<file path="src/rtl/life_engine.sv">
// Cell-serial Game of Life engine: one cell per clock into a shadow board, atomic commit.
// Define LIFE_WRAP_EN for a toroidal board; otherwise cells beyond the edge count as dead.
module life_engine #(
    parameter int BIT_WIDTH  = 3,
    parameter int BIT_HEIGHT = 3,
    parameter int FRAME_DIV  = 60,
    parameter logic [(2**(BIT_WIDTH+BIT_HEIGHT))-1:0] SEED = 64'h0000_0000_0007_0402
) (
    input  logic                          clk,
    input  logic                          reset,
    input  logic                          frame_tick,
    input  logic                          run,
    input  logic                          load,
    input  logic [BIT_WIDTH+BIT_HEIGHT-1:0] rd_addr,
    output logic                          rd_cell,
    output logic                          busy,
    output logic                          gen_done,
    output logic [15:0]                   generation
);

    localparam int N    = BIT_WIDTH + BIT_HEIGHT;
    localparam int SIZE = 2 ** N;
    localparam logic [7:0] FCNT_LAST = 8'(FRAME_DIV - 1);

    typedef enum logic [1:0] {IDLE, SCAN, COMMIT} state_t;

    state_t            state, next_state;
    logic [SIZE-1:0]   cur, nxt;
    logic [N-1:0]      idx;
    logic [7:0]        fcnt;
    logic              busy_d, gen_done_d;
    logic              trigger;

    logic [BIT_HEIGHT-1:0] row, nr;
    logic [BIT_WIDTH-1:0]  col, nc;
    logic                  in_board;
    logic [3:0]            count;
    logic                  new_cell;

    assign rd_cell = cur[rd_addr];
    assign trigger = frame_tick && run && (fcnt == FCNT_LAST);

    // State register plus registered outputs
    always_ff @(posedge clk or posedge reset) begin
        if (reset) begin
            state    <= IDLE;
            busy     <= 1'b0;
            gen_done <= 1'b0;
        end else begin
            state    <= next_state;
            busy     <= busy_d;
            gen_done <= gen_done_d;
        end
    end

    always_comb begin
        next_state = state;
        if (load) begin
            next_state = IDLE;
        end else begin
            case (state)
                IDLE:    if (trigger) next_state = SCAN;
                SCAN:    if (idx == N'(SIZE - 1)) next_state = COMMIT;
                COMMIT:  next_state = IDLE;
                default: next_state = IDLE;
            endcase
        end
    end

    // Outputs are registered, so they are decoded from the state being entered
    always_comb begin
        busy_d     = (next_state == SCAN) || (next_state == COMMIT);
        gen_done_d = (next_state == COMMIT);
    end

    // Neighbour count for the cell under evaluation
    always_comb begin
        row      = idx[N-1:BIT_WIDTH];
        col      = idx[BIT_WIDTH-1:0];
        nr       = '0;
        nc       = '0;
        in_board = 1'b0;
        count    = '0;
        for (int dr = 0; dr < 3; dr++) begin
            for (int dc = 0; dc < 3; dc++) begin
                if (!(dr == 1 && dc == 1)) begin
                    nr = row + BIT_HEIGHT'(dr) - BIT_HEIGHT'(1);
                    nc = col + BIT_WIDTH'(dc) - BIT_WIDTH'(1);
`ifdef LIFE_WRAP_EN
                    in_board = 1'b1;
`else
                    in_board = !((dr == 0 && row == '0) || (dr == 2 && row == '1) ||
                                 (dc == 0 && col == '0) || (dc == 2 && col == '1));
`endif
                    count = count + {3'b000, cur[{nr, nc}] & in_board};
                end
            end
        end
        new_cell = (count == 4'd3) || (cur[idx] && count == 4'd2);
    end

    // Board, scan index, frame divider and generation counter
    always_ff @(posedge clk or posedge reset) begin
        if (reset) begin
            cur        <= SEED;
            nxt        <= '0;
            idx        <= '0;
            fcnt       <= '0;
            generation <= '0;
        end else if (load) begin
            cur        <= SEED;
            idx        <= '0;
            fcnt       <= '0;
            generation <= '0;
        end else begin
            case (state)
                IDLE: begin
                    if (frame_tick && run) begin
                        if (fcnt == FCNT_LAST) begin
                            fcnt <= '0;
                            idx  <= '0;
                        end else begin
                            fcnt <= fcnt + 8'd1;
                        end
                    end
                end
                SCAN: begin
                    nxt[idx] <= new_cell;
                    idx      <= idx + N'(1);
                end
                COMMIT: begin
                    cur        <= nxt;
                    generation <= generation + 16'd1;
                end
                default: ;
            endcase
        end
    end

endmodule
</file>
<file path="config.mk">
export PLATFORM = sky130hd
export DESIGN_NAME = life_engine
export DESIGN_NICKNAME = d
export VERILOG_FILES = /design/src/rtl/life_engine.sv
export SDC_FILE = /design/constraint.sdc
export NUM_CORES = 1
export LEC_CHECK = 0
export CAP_MARGIN = 20
export CORE_AREA = 2 2 163 165
export CTS_CLUSTER_DIAMETER = 150
export CTS_CLUSTER_SIZE = 8
export DETAILED_ROUTE_END_ITERATION = 6
export DIE_AREA = 0 0 165 167
export DONT_BUFFER_PORTS = 1
export SYNTH_ARGS = -nofsm -noshare
export SYNTH_HDL_FRONTEND = slang
export SYNTH_SLANG_ARGS = --single-unit
</file>
<file path="constraint.sdc">
create_clock -name clk -period 18.4 [get_ports clk]
set_input_delay 3.68 -clock clk [delete_from_list [all_inputs] [get_ports clk]]
set_output_delay 3.68 -clock clk [all_outputs]
set_load 0.005 [all_outputs]
</file>
==> impl_metrics.env <==
export IMPL_cp_max_fo=16
export IMPL_drive_gt1_frac=0.179
export IMPL_diodes=0
export IMPL_worst_pin_slew_ns=0.970
export IMPL_fillers=2453
export IMPL_min_period_over_period=0.480
export IMPL_start_util=0.395
export IMPL_routabilityCongestion=0.896
export IMPL_area_delta_synth_final_pct=7.47
export IMPL_grt_max_degree=92
export IMPL_drt_iter0_markers=714
export IMPL_cts_setup_buffers=0
export IMPL_synth_cell_types=65
export IMPL_route_detailed_drc=0
export IMPL_cts_resized=0
export IMPL_num_rows=59
export IMPL_coreArea_um2=25800
export IMPL_synth_flop_cell="dfrtp_1"
export IMPL_antenna_found_initial=0
export IMPL_worst_setup_hold_path_clk_slew_ns=0.06
export IMPL_peakVddDrop_mv=0.0552
export IMPL_netlist_area_um2=10200
export IMPL_max_freq_mhz=113
export IMPL_hold_class="reg -> reg"
export IMPL_min_period_ns=8.84
export IMPL_io_buffers=0
export IMPL_die_width_um=165
export IMPL_mostFrequentLayoutCells="221 x nand2_1, 156 x dfrtp_1, 72 x a21oi_1"
export IMPL_cp_start_kind="input port"
export IMPL_grt_pass1_vias=7708
export IMPL_arrival_ns=5.16
export IMPL_vias_per_cell=5.92
export IMPL_status="finished, final reports clean"
export IMPL_htreeDepth=4
export IMPL_grt_pass1_wl_um=44300
export IMPL_critical_path_buf_inv_count=0
export IMPL_fin_worst_skew_ns=0.0147
export IMPL_layout_commonest_cell="nand2_1"
export IMPL_final_util=0.425
export IMPL_synth_seq_area_share=0.399
export IMPL_relSlewSlack=0.354
export IMPL_total_power_mw=0.747
export IMPL_cp_end_kind="output pin"
export IMPL_die_h_um=167
export IMPL_synth_fp_nets=1041
export IMPL_wire_per_inst_um=20.3
export IMPL_fin_cells=1307
export IMPL_dieArea_um2=27600
export IMPL_synthCells=1012
export IMPL_root_buffer="clkbuf_16"
export IMPL_hpwl_um=17400
export IMPL_routed_via_count=7740
export IMPL_synthArstFlopShare=1.00
export IMPL_setup_viol=0
export IMPL_drv_cap=0
export IMPL_finalMaxSlewViolations=0
export IMPL_clock_sinks=162
export IMPL_critPathKind="in -> out"
export IMPL_ant_nets=0
export IMPL_numCtsBuffers=17
export IMPL_yosysWarnings=0
export IMPL_cts_tree="built"
export IMPL_syn_area_per_cell_um2=10.1
export IMPL_finalSetupTns_ns=0
export IMPL_crit_required_ns=14.72
export IMPL_track_usage=0.206
export IMPL_ys_seq_elements=162
export IMPL_postCtsHoldBufs=0
export IMPL_routed_wl_um=26500
export IMPL_io_pins=30
export IMPL_synth_edf_count=0
export IMPL_final_nets=988
export IMPL_placedCellCount=1274
export IMPL_path_delay_family="multiplexers"
export IMPL_crit_path_cell_trace="mux4_2 -> mux4_2 -> nor2b_1 -> a211oi_1 -> a21oi_1"
export IMPL_power_density_nw_per_um2=68.2
export IMPL_rsz0062_at_grt="no"
export IMPL_drtPass1Iterations=6
export IMPL_cpMostUsedCell="mux4_2"
export IMPL_grt_overflow_total=0
export IMPL_clk_latency_ns=0.43
export IMPL_critical_path_slowest_cell="mux4_2"
export IMPL_clockBufferDepth=2
export IMPL_hold_viol_final=0
export IMPL_max_stage_delay_ns=0.48
export IMPL_leakagePower_nw=4.34
layer usage:
layer / track usage / vias up / wire (um)
met5: 0 / - / 0
met4: 0.0620 / 0 / 508
met3: 0.0406 / 38 / 1570
met2: 0.301 / 258 / 12200
met1: 0.308 / 3885 / 12200
li1: - / 3559 / -
final cells by class:
type	instances	area (um^2)	share of cell area
multi-input cells	752	5690	0.520
clock buffers	19	443	0.0405
flip-flops and latches	162	4060	0.371
repair buffers	10	95.1	0.00869
inverters	16	65.1	0.00595
well taps	335	419	0.0383
clock inverters	13	174	0.0159
flip-flops by register name, summed over array words and instances, names as in the netlist:
signal and flops:
cur 64, fcnt 8, gen_done 1, idx 6, nxt 64, state 2, generation 16, busy 1
cells in the mapped netlist (20+ instances only):
library cell / count / area share
o41ai_2: 21 / 0.034
clkbuf_1: 44 / 0.016
mux2i_1: 41 / 0.040
a21oi_1: 72 / 0.035
dfrtp_1: 157 / 0.39
o21ai_2: 20 / 0.017
nand2_1: 222 / 0.082
o21ai_0: 48 / 0.024
mux4_2: 61 / 0.13
o41ai_1: 20 / 0.017
nor2_1: 59 / 0.022
where the power goes:
part           leakage (nW)  switching (mW)  total (mW)  internal (mW)
clock network         0.296           0.156       0.376          0.220
logic                  1.80         0.00860      0.0126        0.00400
registers              2.24        0.000643       0.358          0.357
worst min-delay path, cell delays in order (launching register included):
cell and delay, ns:
dfrtp_1 0.34, nand2_1 0.06, o21ai_2 0.05
path summary, 6_finish.rpt:
| path | depth (start not counted) | slack (ns) | end | start |
|---|---|---|---|---|
| max | 5 | 9.56 | rd_cell | rd_addr[1] |
| min | 2 | 0.48 | nxt[54] | nxt[54] |
| max reg2reg | 22 | 10.59 | nxt[62] | idx[0] |
| min reg2reg | 2 | 0.48 | nxt[54] | nxt[54] |
| max in group asynchronous | 2 | 13.57 | idx[0] | reset |
| min in group asynchronous | 1 | 3.27 | nxt[55] | reset |
cells by family after synthesis:
family | share of synthesized area
fa+ha+maj | 0.0251
xor+xnor | 0.0208
simple gates | 0.164
buf+inv | 0.0456
compound gates | 0.161
flops | 0.399
mux | 0.185
metrics by stage:
step / setup WS [ns] / hold slack (ns) / instance area, um^2
2_1_floorplan: 9.20 / 0.448 / 10200
4_1_cts: 9.57 / 0.479 / 10900
3_5_place_dp: 9.57 / 0.465 / 10300
3_3_place_gp: 9.57 / 0.460 / 10300
5_1_grt: 9.53 / 0.502 / 10900
6_report: 9.56 / 0.479 / 10900
Note: power is estimated with default switching activity, not from simulation.
